==> config.mk <==
export PLATFORM = sky130hd
export DESIGN_NAME = i2c_reg_target
export DESIGN_NICKNAME = d
export VERILOG_FILES = /design/src/rtl/i2c_reg_target.sv
export SDC_FILE = /design/constraint.sdc
export NUM_CORES = 1
export LEC_CHECK = 0
export ABC_AREA = 0
export BUFFER_PORTS_ARGS = -buffer_cell sky130_fd_sc_hd__buf_2
export CAP_MARGIN = 20
export CORE_MARGIN = 2
export CORE_UTILIZATION = 60
export DETAILED_ROUTE_END_ITERATION = 8
export HOLD_SLACK_MARGIN = 0.08
export PLACE_DENSITY_LB_ADDON = 0.12
export SLEW_MARGIN = 20
export SYNTH_ARGS = -nofsm -noshare
export SYNTH_HDL_FRONTEND = slang
export SYNTH_SLANG_ARGS = --single-unit
==> constraint.sdc <==
create_clock -name clk -period 4 [get_ports clk]
set_clock_uncertainty 0.2 [all_clocks]
set_input_delay 0.6 -clock clk [delete_from_list [all_inputs] [get_ports clk]]
set_output_delay 0.6 -clock clk [all_outputs]
set_load 0.005 [all_outputs]
==> src/rtl/i2c_reg_target.sv <==
// I2C target giving an external controller byte-wide access to the config/status register bank.
// Oversamples synchronized SCL/SDA on clk; SDA is open-drain (pull low via sda_oe only).
module i2c_reg_target #(
  parameter logic [6:0]  I2C_ADDR   = 7'h70,
  parameter int unsigned ADDR_WIDTH = 4,
  parameter int unsigned NUM_CFG    = 8,
  parameter int unsigned REG_WIDTH  = 8
) (
  input  logic                  clk,
  input  logic                  rstb,
  input  logic                  ena,
  input  logic                  scl,
  input  logic                  sda_i,
  output logic                  sda_o,
  output logic                  sda_oe,
  output logic [ADDR_WIDTH-1:0] reg_addr,
  output logic [REG_WIDTH-1:0]  reg_wdata,
  output logic                  reg_we,
  input  logic [REG_WIDTH-1:0]  reg_rdata,
  output logic                  busy
);

  localparam logic [3:0] StIdle     = 4'd0;
  localparam logic [3:0] StAddr     = 4'd1;
  localparam logic [3:0] StAddrAck  = 4'd2;
  localparam logic [3:0] StPtr      = 4'd3;
  localparam logic [3:0] StPtrAck   = 4'd4;
  localparam logic [3:0] StWdata    = 4'd5;
  localparam logic [3:0] StWrInc    = 4'd6;
  localparam logic [3:0] StWdataAck = 4'd7;
  localparam logic [3:0] StRdata    = 4'd8;
  localparam logic [3:0] StRack     = 4'd9;

  logic [3:0]            state_q, state_d;
  logic                  scl_q, sda_q;
  logic [7:0]            shift_q, shift_d;
  logic [3:0]            cnt_q, cnt_d;
  logic                  ack_q, ack_d;
  logic                  rw_q, rw_d;
  logic                  sda_oe_q, sda_oe_d;
  logic [ADDR_WIDTH-1:0] reg_addr_q, reg_addr_d;
  logic [REG_WIDTH-1:0]  reg_wdata_q, reg_wdata_d;
  logic                  reg_we_q, reg_we_d;
  logic                  busy_q;

  logic       scl_rise, scl_fall, start_det, stop_det;
  logic [7:0] byte_w;

  assign scl_rise  = scl & ~scl_q;
  assign scl_fall  = ~scl & scl_q;
  assign start_det = scl & scl_q & sda_q & ~sda_i;
  assign stop_det  = scl & scl_q & ~sda_q & sda_i;
  assign byte_w    = {shift_q[6:0], sda_i};

  always_comb begin
    state_d     = state_q;
    shift_d     = shift_q;
    cnt_d       = cnt_q;
    ack_d       = ack_q;
    rw_d        = rw_q;
    sda_oe_d    = sda_oe_q;
    reg_addr_d  = reg_addr_q;
    reg_wdata_d = reg_wdata_q;
    reg_we_d    = 1'b0;

    if (start_det) begin
      state_d  = StAddr;
      cnt_d    = 4'd0;
      ack_d    = 1'b0;
      sda_oe_d = 1'b0;
    end else if (stop_det) begin
      state_d  = StIdle;
      cnt_d    = 4'd0;
      ack_d    = 1'b0;
      sda_oe_d = 1'b0;
    end else begin
      case (state_q)
        StIdle: ;
        StAddr, StPtr, StWdata: begin
          if (scl_rise) begin
            shift_d = byte_w;
            cnt_d   = cnt_q + 4'd1;
            if (cnt_q == 4'd7) begin
              cnt_d = 4'd0;
              if (state_q == StAddr) begin
                rw_d    = byte_w[0];
                state_d = (byte_w[7:1] == I2C_ADDR) ? StAddrAck : StIdle;
              end else if (state_q == StPtr) begin
                reg_addr_d = byte_w[ADDR_WIDTH-1:0];
                state_d    = StPtrAck;
              end else begin
                reg_wdata_d = byte_w;
                reg_we_d    = (32'(reg_addr_q) < NUM_CFG);
                state_d     = StWrInc;
              end
            end
          end
        end
        // Pointer advances one cycle after the strobe so address is stable while reg_we is high.
        StWrInc: begin
          reg_addr_d = reg_addr_q + ADDR_WIDTH'(1);
          state_d    = StWdataAck;
        end
        StAddrAck, StPtrAck, StWdataAck: begin
          if (scl_fall) begin
            if (!ack_q) begin
              sda_oe_d = 1'b1;
              ack_d    = 1'b1;
            end else begin
              ack_d    = 1'b0;
              sda_oe_d = 1'b0;
              cnt_d    = 4'd0;
              if (state_q != StAddrAck) begin
                state_d = StWdata;
              end else if (!rw_q) begin
                state_d = StPtr;
              end else begin
                // Read: first data bit must be on the bus in this same low phase.
                sda_oe_d   = ~reg_rdata[7];
                shift_d    = {reg_rdata[6:0], 1'b0};
                cnt_d      = 4'd1;
                reg_addr_d = reg_addr_q + ADDR_WIDTH'(1);
                state_d    = StRdata;
              end
            end
          end
        end
        StRdata: begin
          if (scl_fall) begin
            if (cnt_q == 4'd8) begin
              sda_oe_d = 1'b0;
              cnt_d    = 4'd0;
              state_d  = StRack;
            end else begin
              sda_oe_d = ~shift_q[7];
              shift_d  = {shift_q[6:0], 1'b0};
              cnt_d    = cnt_q + 4'd1;
            end
          end
        end
        StRack: begin
          if (scl_rise) begin
            if (!sda_i) begin
              shift_d    = reg_rdata;
              cnt_d      = 4'd0;
              reg_addr_d = reg_addr_q + ADDR_WIDTH'(1);
              state_d    = StRdata;
            end else begin
              state_d = StIdle;
            end
          end
        end
        default: state_d = StIdle;
      endcase
    end
  end

  always_ff @(posedge clk or negedge rstb) begin
    if (!rstb) begin
      state_q     <= StIdle;
      scl_q       <= 1'b1;
      sda_q       <= 1'b1;
      shift_q     <= 8'd0;
      cnt_q       <= 4'd0;
      ack_q       <= 1'b0;
      rw_q        <= 1'b0;
      sda_oe_q    <= 1'b0;
      reg_addr_q  <= '0;
      reg_wdata_q <= '0;
      reg_we_q    <= 1'b0;
      busy_q      <= 1'b0;
    end else if (ena) begin
      state_q     <= state_d;
      scl_q       <= scl;
      sda_q       <= sda_i;
      shift_q     <= shift_d;
      cnt_q       <= cnt_d;
      ack_q       <= ack_d;
      rw_q        <= rw_d;
      sda_oe_q    <= sda_oe_d;
      reg_addr_q  <= reg_addr_d;
      reg_wdata_q <= reg_wdata_d;
      reg_we_q    <= reg_we_d;
      busy_q      <= (state_d != StIdle);
    end
  end

  assign sda_o     = 1'b0;
  assign sda_oe    = sda_oe_q;
  assign reg_addr  = reg_addr_q;
  assign reg_wdata = reg_wdata_q;
  assign reg_we    = reg_we_q;
  assign busy      = busy_q;

endmodule
==> key figures, run 1 <==
Synthesis
  – Syn avg cell area: 9.37 um2
  – Netlist cell types: 58
  – Synth Area in XOR/XNOR: 0.00789
  – Ys async rst share: 1.00
  – Synth Flop Type: dfrtp_1
  – EDFF count, synth: 0
  – Seq cells post-synth: 35
  – Mux contribution to synthesized area: 0.0896
  – Simple-gate share of the synthesized area: 0.197
  – Ys Warns: 0
  – Synth Area in Compound Gates: 0.240
  – Largest family of logic cells by synthesized area: compound AO/OA/AOI/OAI gates
  – Adder-Cell Fraction of Synth Area: 0.0169
  – Synth Cell Area: 0.00222 mm2
  – Sequential-to-total area share from yosys stat: 0.395
  – Post-Syn Nets: 253
  – Gate Count Post-Synth: 237

Timing
  – Hold slack: 192 ps
  – Final Cycle Share: 0.733
  – Max transition margin: 0.430
  – Fmax: 0.341 GHz
  – Final hold vios: 0
  – RSZ-0062 raised after global routing: false
  – Final setup fails: 0
  – Slew @ Worst Pin: 852 ps
  – Setup TNS: 0 ps
  – Final Critical Period: 2930 ps
  – Max-slew violations: 0

Floorplanning
  – Row cnt: 22
  – # IOs: 29
  – Die Area: 0.00420 mm2
  – Core area: 0.00361 mm2
  – Die H: 64.8 um
  – Die width: 64.8 um
  – Initial Utilization: 0.616

Detailed routing
  – Via count: 1934
  – Top Layer Used: met4
  – Routed wire length: 5.01 mm
  – Met2 WL post-DR: 2.36 mm
  – Iteration-0 DRC Markers: 185
  – Residual DRC: 0
  – Met3 routed WL: 284 um
  – Initial DRT Pass Iterations: 4
  – Avg Vias per Cell: 6.32
  – Met1 Routed Length: 2.31 mm
  – DRT antenna net count: 0
  – WL per Instance: 16.4 um

Placement
  – Post-DP HPWL: 3.43 mm
  – Dpl cell area: 0.00234 mm2
  – Cells after DPL: 298
  – PortBufs: 27
  – Gpl congestion: 0.909

Finish
  – Fraction of layout cells with a size suffix above 1: 0.244
  – # diodes: 0
  – Fin area: 0.00242 mm2
  – Final instance count without filler cells: 306
  – Layout Utilization: 0.672
  – Area Growth Syn to Fin: 9.18%
  – Final nets: 273

Clock tree
  – Clk_lat worst skew: 290 ps
  – Number of hold buffers added after CTS: 0
  – Clk slew on worst S/H paths: 70 ps
  – Total CTS buffers: 5
  – Quantity of gates resized following cts: 0
  – CTS tree: done
  – Sink Count: 35
  – H-tree levels: 2
  – CTS root buffer: clkbuf_8
  – Post-CTS setup buffer count: 0
  – Clk buf depth: 2

Worst setup path
  – Maximum fanout along the worst path: 22
  – Type of the worst setup path: flop to flop
  – FF-to-FF setup slack: 1070 ps
  – Buf/Inv on CP: 0
  – RR Startpoint: state_q[3]
  – Crit-path leading delay family: compound AO/OA/AOI/OAI gates
  – Critical Path Sink Type: flop
  – Critical Path Max Stage Delay: 770 ps
  – Worst r2r dst: shift_q[5]
  – Worst R2R Path Depth: 6
  – Startpoint Class: flop
  – Max stage delay cell, worst path: dfrtp_1
  – CP Cell Sequence: nand2b_1 > o21bai_2 > a221o_1 > a211oi_4 > nor2_1 > a31oi_1
  – CP required: 4010 ps
  – Worst EP arrival: 2940 ps

Global route
  – Vias in the first global route: 1700
  – Antenna violations before repair: 0
  – First-pass GRT wire length: 8.30 mm
  – Total track usage: 0.255
  – GRT overflow: 0
  – Largest net degree at the start of global routing: 36

Pwr
  – Pwr per Cell Area: 444 mW/mm2
  – Worst VDD drop: 0.300 mV
  – Total leakage power: 1.04 nW

Hold path
  – Worst Hold Class: primary input to async pin

Run status
  – Outcome: finished, final reports clean

Job
  – Max cap viols: 0
cells in the final DEF (no fill, tap or decap), types with 4 or more instances in the layout:
cell type / Yosys / layout
dfrtp_1: 33 / 33
buf_2: 4 / 27
nor2_1: 24 / 24
nand2_1: 18 / 18
a21oi_1: 15 / 15
mux2_2: 15 / 15
o21ai_0: 14 / 14
a31oi_1: 9 / 9
a22oi_1: 9 / 9
inv_1: 7 / 7
nand2b_1: 5 / 5
clkbuf_8: 0 / 5
and3_1: 4 / 4
nor2b_1: 4 / 4
o211ai_1: 4 / 4
nand3_1: 4 / 4
worst max path at each step:
| stage | slack (ps) | endpoint | cells after the start | from |
|---|---|---|---|---|
| 2_1_floorplan | 1700 | shift_q[6] | 8 | scl |
| 3_3_place_gp | 1060 | shift_q[5] | 5 | state_q[3] |
| 3_5_place_dp | 1010 | cnt_q[3] | 6 | state_q[2] |
| 4_1_cts | 960 | shift_q[5] | 6 | state_q[3] |
| 5_1_grt | 860 | shift_q[7] | 6 | state_q[1] |
| 6_report | 1070 | shift_q[5] | 6 | state_q[3] |
worst register-to-register path, stage by stage (launching register included):
cell,delay (ps)
dfrtp_1,770
nand2b_1,250
o21bai_2,230
a221o_1,530
a211oi_4,580
nor2_1,100
a31oi_1,180
routing by layer:
layer,GRT usage,vias up
met5,0,-
met4,0.0771,0
met3,0.0503,8
met2,0.383,66
met1,0.374,941
li1,-,919
cell type report:
cell class	instances	area, um2
multi-input cells	180	1230
clock inverters	2	12.5
fillers	314	1180
flip-flops and latches	35	878
clock buffers	6	72.6
well taps	48	60.1
repair buffers	28	143
inverters	7	26.3
cell families (layout without fill, tap and decap cells):
kind of cell	count (synthesis)	after routing
AOI/OAI and AO/OA	76	76
xor gates and xnor gates	2	2
DFF	35	35
buffers and inverters	22	43
muxes	18	18
adders and majority gates	3	3
other	1	1
and+or+nand+nor	80	80
registers in the layout, indices dropped and copies added (netlist names):
register,cells
ack_q,1
reg_addr,4
sda_oe,1
reg_we,1
shift_q,8
busy,1
sda_q,1
rw_q,1
scl_q,1
reg_wdata,8
state_q,4
cnt_q,4
where the power goes:
part           switching, mW  internal [mW]
sequential             0.104          0.437
combinational          0.147          0.138
clock                  0.129          0.122
cell usage after synthesis, drive strengths merged, types with 2 or more instances:
master,instances,share of area
a211o,2,0.0079
a211oi,2,0.012
a21oi,15,0.034
a22oi,9,0.030
a311oi,3,0.012
a31oi,10,0.031
and3,4,0.011
buf,10,0.031
clkbuf,5,0.0085
dfrtp,33,0.37
dfstp,2,0.024
ha,3,0.017
inv,7,0.012
mux2,15,0.076
mux2i,3,0.014
nand2,18,0.030
nand2b,5,0.014
nand3,4,0.0090
nand3b,3,0.010
nand4,3,0.0085
nor2,25,0.043
nor2b,4,0.011
nor3,4,0.011
nor4b,5,0.029
o211ai,4,0.014
o21ai,15,0.034
o221ai,2,0.0079
o32ai,2,0.0079
per-stage QoR:
step / setup slack (ps) / power, mW
after global routing: 863 / 1.15
after detailed placement: 1010 / 0.829
after floorplan: 1700 / 0.737
after global placement: 1060 / 0.823
final: 1070 / 1.08
after CTS: 964 / 1.08
Power figures use the tool's default switching activity.
==> inputs of run 2 (changes only) <==
--- a/config.mk
+++ b/config.mk
@@ -5,11 +5,11 @@
 export SDC_FILE = /design/constraint.sdc
 export NUM_CORES = 1
 export LEC_CHECK = 0
-export ABC_AREA = 0
+export ABC_AREA = 1
 export BUFFER_PORTS_ARGS = -buffer_cell sky130_fd_sc_hd__buf_2
 export CAP_MARGIN = 20
 export CORE_MARGIN = 2
-export CORE_UTILIZATION = 60
+export CORE_UTILIZATION = 58
 export DETAILED_ROUTE_END_ITERATION = 8
 export HOLD_SLACK_MARGIN = 0.08
 export PLACE_DENSITY_LB_ADDON = 0.12
==> constraint.sdc (replaced) <==
create_clock -name clk -period 3 [get_ports clk]
set_clock_uncertainty 0.2 [all_clocks]
set_input_delay 0.45 -clock clk [delete_from_list [all_inputs] [get_ports clk]]
set_output_delay 0.45 -clock clk [all_outputs]
set_load 0.005 [all_outputs]
==> run 2 against run 1 <==
  * Routed wire length is 19% higher
  * Clock power rose by 42%
  * Synthesized cell count grew 49%
  * Cell count grew 42%
  * Setup slack got worse by 230 ps
  * Sequential power rose by 38%
  * Fmax rose by 36%
  * Register-to-register slack lost 230 ps
  * Synthesized area is 11% higher
  * Non-clock buffer count increased by 2
  * Via count grew 23%
  * Global-route usage is 0.13 points higher
  * Highest routed layer unchanged
==> key figures, run 2 <==
Worst setup path
  – Maximum fanout along the worst path: 8
  – Worst EP arrival: 2200 ps
  – Critical Path Source: scl_q
  – CP required: 3040 ps
  – Critical Path Sink Type: flop
  – Buf/Inv on CP: 3
  – Crit-path leading delay family: simple AND/OR/NAND/NOR gates
  – Startpoint Class: flop
  – FF-to-FF setup slack: 840 ps
  – Worst r2r dst: cnt_q[3]
  – Critical Path End: cnt_q[3]
  – Worst R2R Path Depth: 12
  – Type of the worst setup path: flop to flop
  – Levels on crit path: 12
  – Most used cell, CP: nand2_1
  – Max stage delay cell, worst path: dfstp_2
  – Critical Path Max Stage Delay: 550 ps
  – CP Cell Sequence: nand2_1 > inv_1 > nand3_4 > nand2_1 > inv_1 > nand2_1 > nand2_1 > inv_1 > nand3_1 > nor2_1 > nand2_1 > nand2_1
  – RR Startpoint: scl_q

Run status
  – Outcome: finished, final reports clean

Timing
  – Final hold vios: 0
  – Max-slew violations: 0
  – Slew @ Worst Pin: 783 ps
  – Setup TNS: 0 ps
  – Max transition margin: 0.478
  – Final setup fails: 0
  – RSZ-0062 raised after global routing: false
  – Fmax: 0.464 GHz
  – Final Critical Period: 2160 ps
  – Final Cycle Share: 0.719

Placement
  – Post-DP HPWL: 4.50 mm
  – PortBufs: 27
  – Gpl congestion: 0.960

Global route
  – Peak-usage layer in the global routing report: met1
  – First-pass GRT wire length: 9.96 mm
  – Antenna violations before repair: 0
  – GRT overflow: 0
  – Total track usage: 0.257
  – Vias in the first global route: 2089
  – GR Layer Usage met3: 0.0585
  – Met2 Usage GRT: 0.372
  – Met1 Use GR: 0.386
  – Largest net degree at the start of global routing: 36

Clock tree
  – Clk_lat worst skew: 310 ps
  – Clk slew on worst S/H paths: 70 ps
  – Post-CTS setup buffer count: 0
  – H-tree levels: 2
  – Total CTS buffers: 5
  – CTS tree: done
  – Sink Count: 35
  – CTS root buffer: clkbuf_8
  – Clk buf depth: 2

Floorplanning
  – Core area: 0.00403 mm2
  – Die H: 69.1 um
  – Initial Utilization: 0.610
  – Die Area: 0.00477 mm2
  – # IOs: 29
  – Die width: 69.1 um
  – Row cnt: 23

Synthesis
  – Netlist cell types: 36
  – Ys async rst share: 1.00
  – Most numerous cell in the Yosys netlist: nand2_1
  – Synth top cells by count: nand2_1 (123), nand3_1 (36), dfrtp_1 (33), nor2_1 (30), inv_1 (27)
  – Gate Count Post-Synth: 352
  – Syn avg cell area: 6.98 um2
  – EDFF count, synth: 0
  – Ys Warns: 0
  – Sequential-to-total area share from yosys stat: 0.357
  – Post-Syn Nets: 368
  – Synth top area cells: dfrtp_1 (34%), nand2_1 (19%), nand3_1 (7.3%)
  – Synth top area share: 0.336
  – Seq cells post-synth: 35
  – Synth Flop Type: dfrtp_1
  – Synth Cell Area: 0.00246 mm2
  – Area leader, netlist: dfrtp_1

Finish
  – Most common cell after layout, fill and taps aside: nand2_1
  – Commonest non-fill, non-tap cells in the layout: nand2_1 (123), nand3_1 (36), dfrtp_1 (33)
  – Area Growth Syn to Fin: 10.9%
  – # diodes: 0
  – Final nets: 398
  – Fraction of layout cells with a size suffix above 1: 0.188

Detailed routing
  – Initial DRT Pass Iterations: 4
  – Iteration-0 DRC Markers: 231
  – DRT antenna net count: 0
  – WL per Instance: 13.7 um
  – Avg Vias per Cell: 5.48
  – Routed wire length: 5.93 mm
  – Via count: 2371
  – Residual DRC: 0

Pwr
  – Final Total Pwr: 2.26 mW
  – Worst VDD drop: 0.438 mV
  – Pwr per Cell Area: 830 mW/mm2
  – Total leakage power: 1.48 nW

Hold path
  – Worst Hold Class: primary input to flop

Job
  – Max cap viols: 0
## run 2: cell types whose count changed after synthesis, sizes merged, moves of 11 or more
cell / previous run / this run
nand2: 18 / 133
nand3: 4 / 38
inv: 7 / 32
nor2: 25 / 40
o21ai: 15 / 29
mux2: 15 / 3
a21oi: 15 / 4
## run 2: how the worst min path moves through the flow
stage	slack, ps	depth (start not counted)	from	end
finish	190	3	scl	scl_q
detailed placement	270	2	sda_oe	sda_oe
global placement	260	2	sda_oe	sda_oe
floorplan	-50	0	rstb	ack_q
global route	220	3	scl	scl_q
CTS	190	3	scl	scl_q
## run 2: cell families after synthesis
group	after synthesis	share of synthesized area
flip-flops	35	0.357
adder cells (fa/ha/maj)	3	0.0153
AO/OA/AOI/OAI	44	0.103
buffers and inverters	39	0.0667
other	1	0.00153
multiplexers	4	0.0178
XOR/XNOR	4	0.0143
AND/OR/NAND/NOR	222	0.424
## run 2: timing repair
| action | in CTS | in global routing |
|---|---|---|
| gates resized for setup | 0 | 0 |
| endpoints found under the setup margin | 0 | 0 |
| hold buffers | 1 | 0 |
| endpoints found under the hold margin | 33 | 0 |
## run 2: metal layers
layer | wire [um] | share of wire
met1 | 2890 | 0.49
met2 | 2600 | 0.44
met3 | 361 | 0.061
met4 | 82 | 0.014
met5 | 0 | 0
## run 2: area by class of cell
class / count / area (um2)
multi-input combinational: 278 / 1420
sequential: 35 / 878
tap: 50 / 62.6
clock buffer: 5 / 68.8
timing repair buffer: 30 / 160
fill: 385 / 1300
inverter: 32 / 120
clock inverter: 3 / 20.0
## run 2: metrics by stage
step           hold slack, ps  cell area (um2)  std cells   util  worst slack, ps
3_5_place_dp              266             2630        424  0.652              740
4_1_cts                   190             2730        433  0.676              838
5_1_grt                   219             2730        433  0.676              645
3_3_place_gp              264             2630        424  0.652              794
2_1_floorplan           -45.6             2460        352      -             1180
6_report                  192             2730        433  0.676              843
## run 2: worst register-to-register path, cell delays in order (launching register included)
cell and delay, ps:
dfstp_2 550, nand2_1 70, inv_1 110, nand3_4 120, nand2_1 170, inv_1 160, nand2_1 90, nand2_1 80
inv_1 60, nand3_1 70, nor2_1 250, nand2_1 90, nand2_1 70
## run 2: power breakdown
part | internal (mW) | switching [mW] | leakage, nW
Clock | 0.162 | 0.192 | 0.0402
Sequential | 0.604 | 0.146 | 0.456
Combinational | 0.404 | 0.754 | 0.987
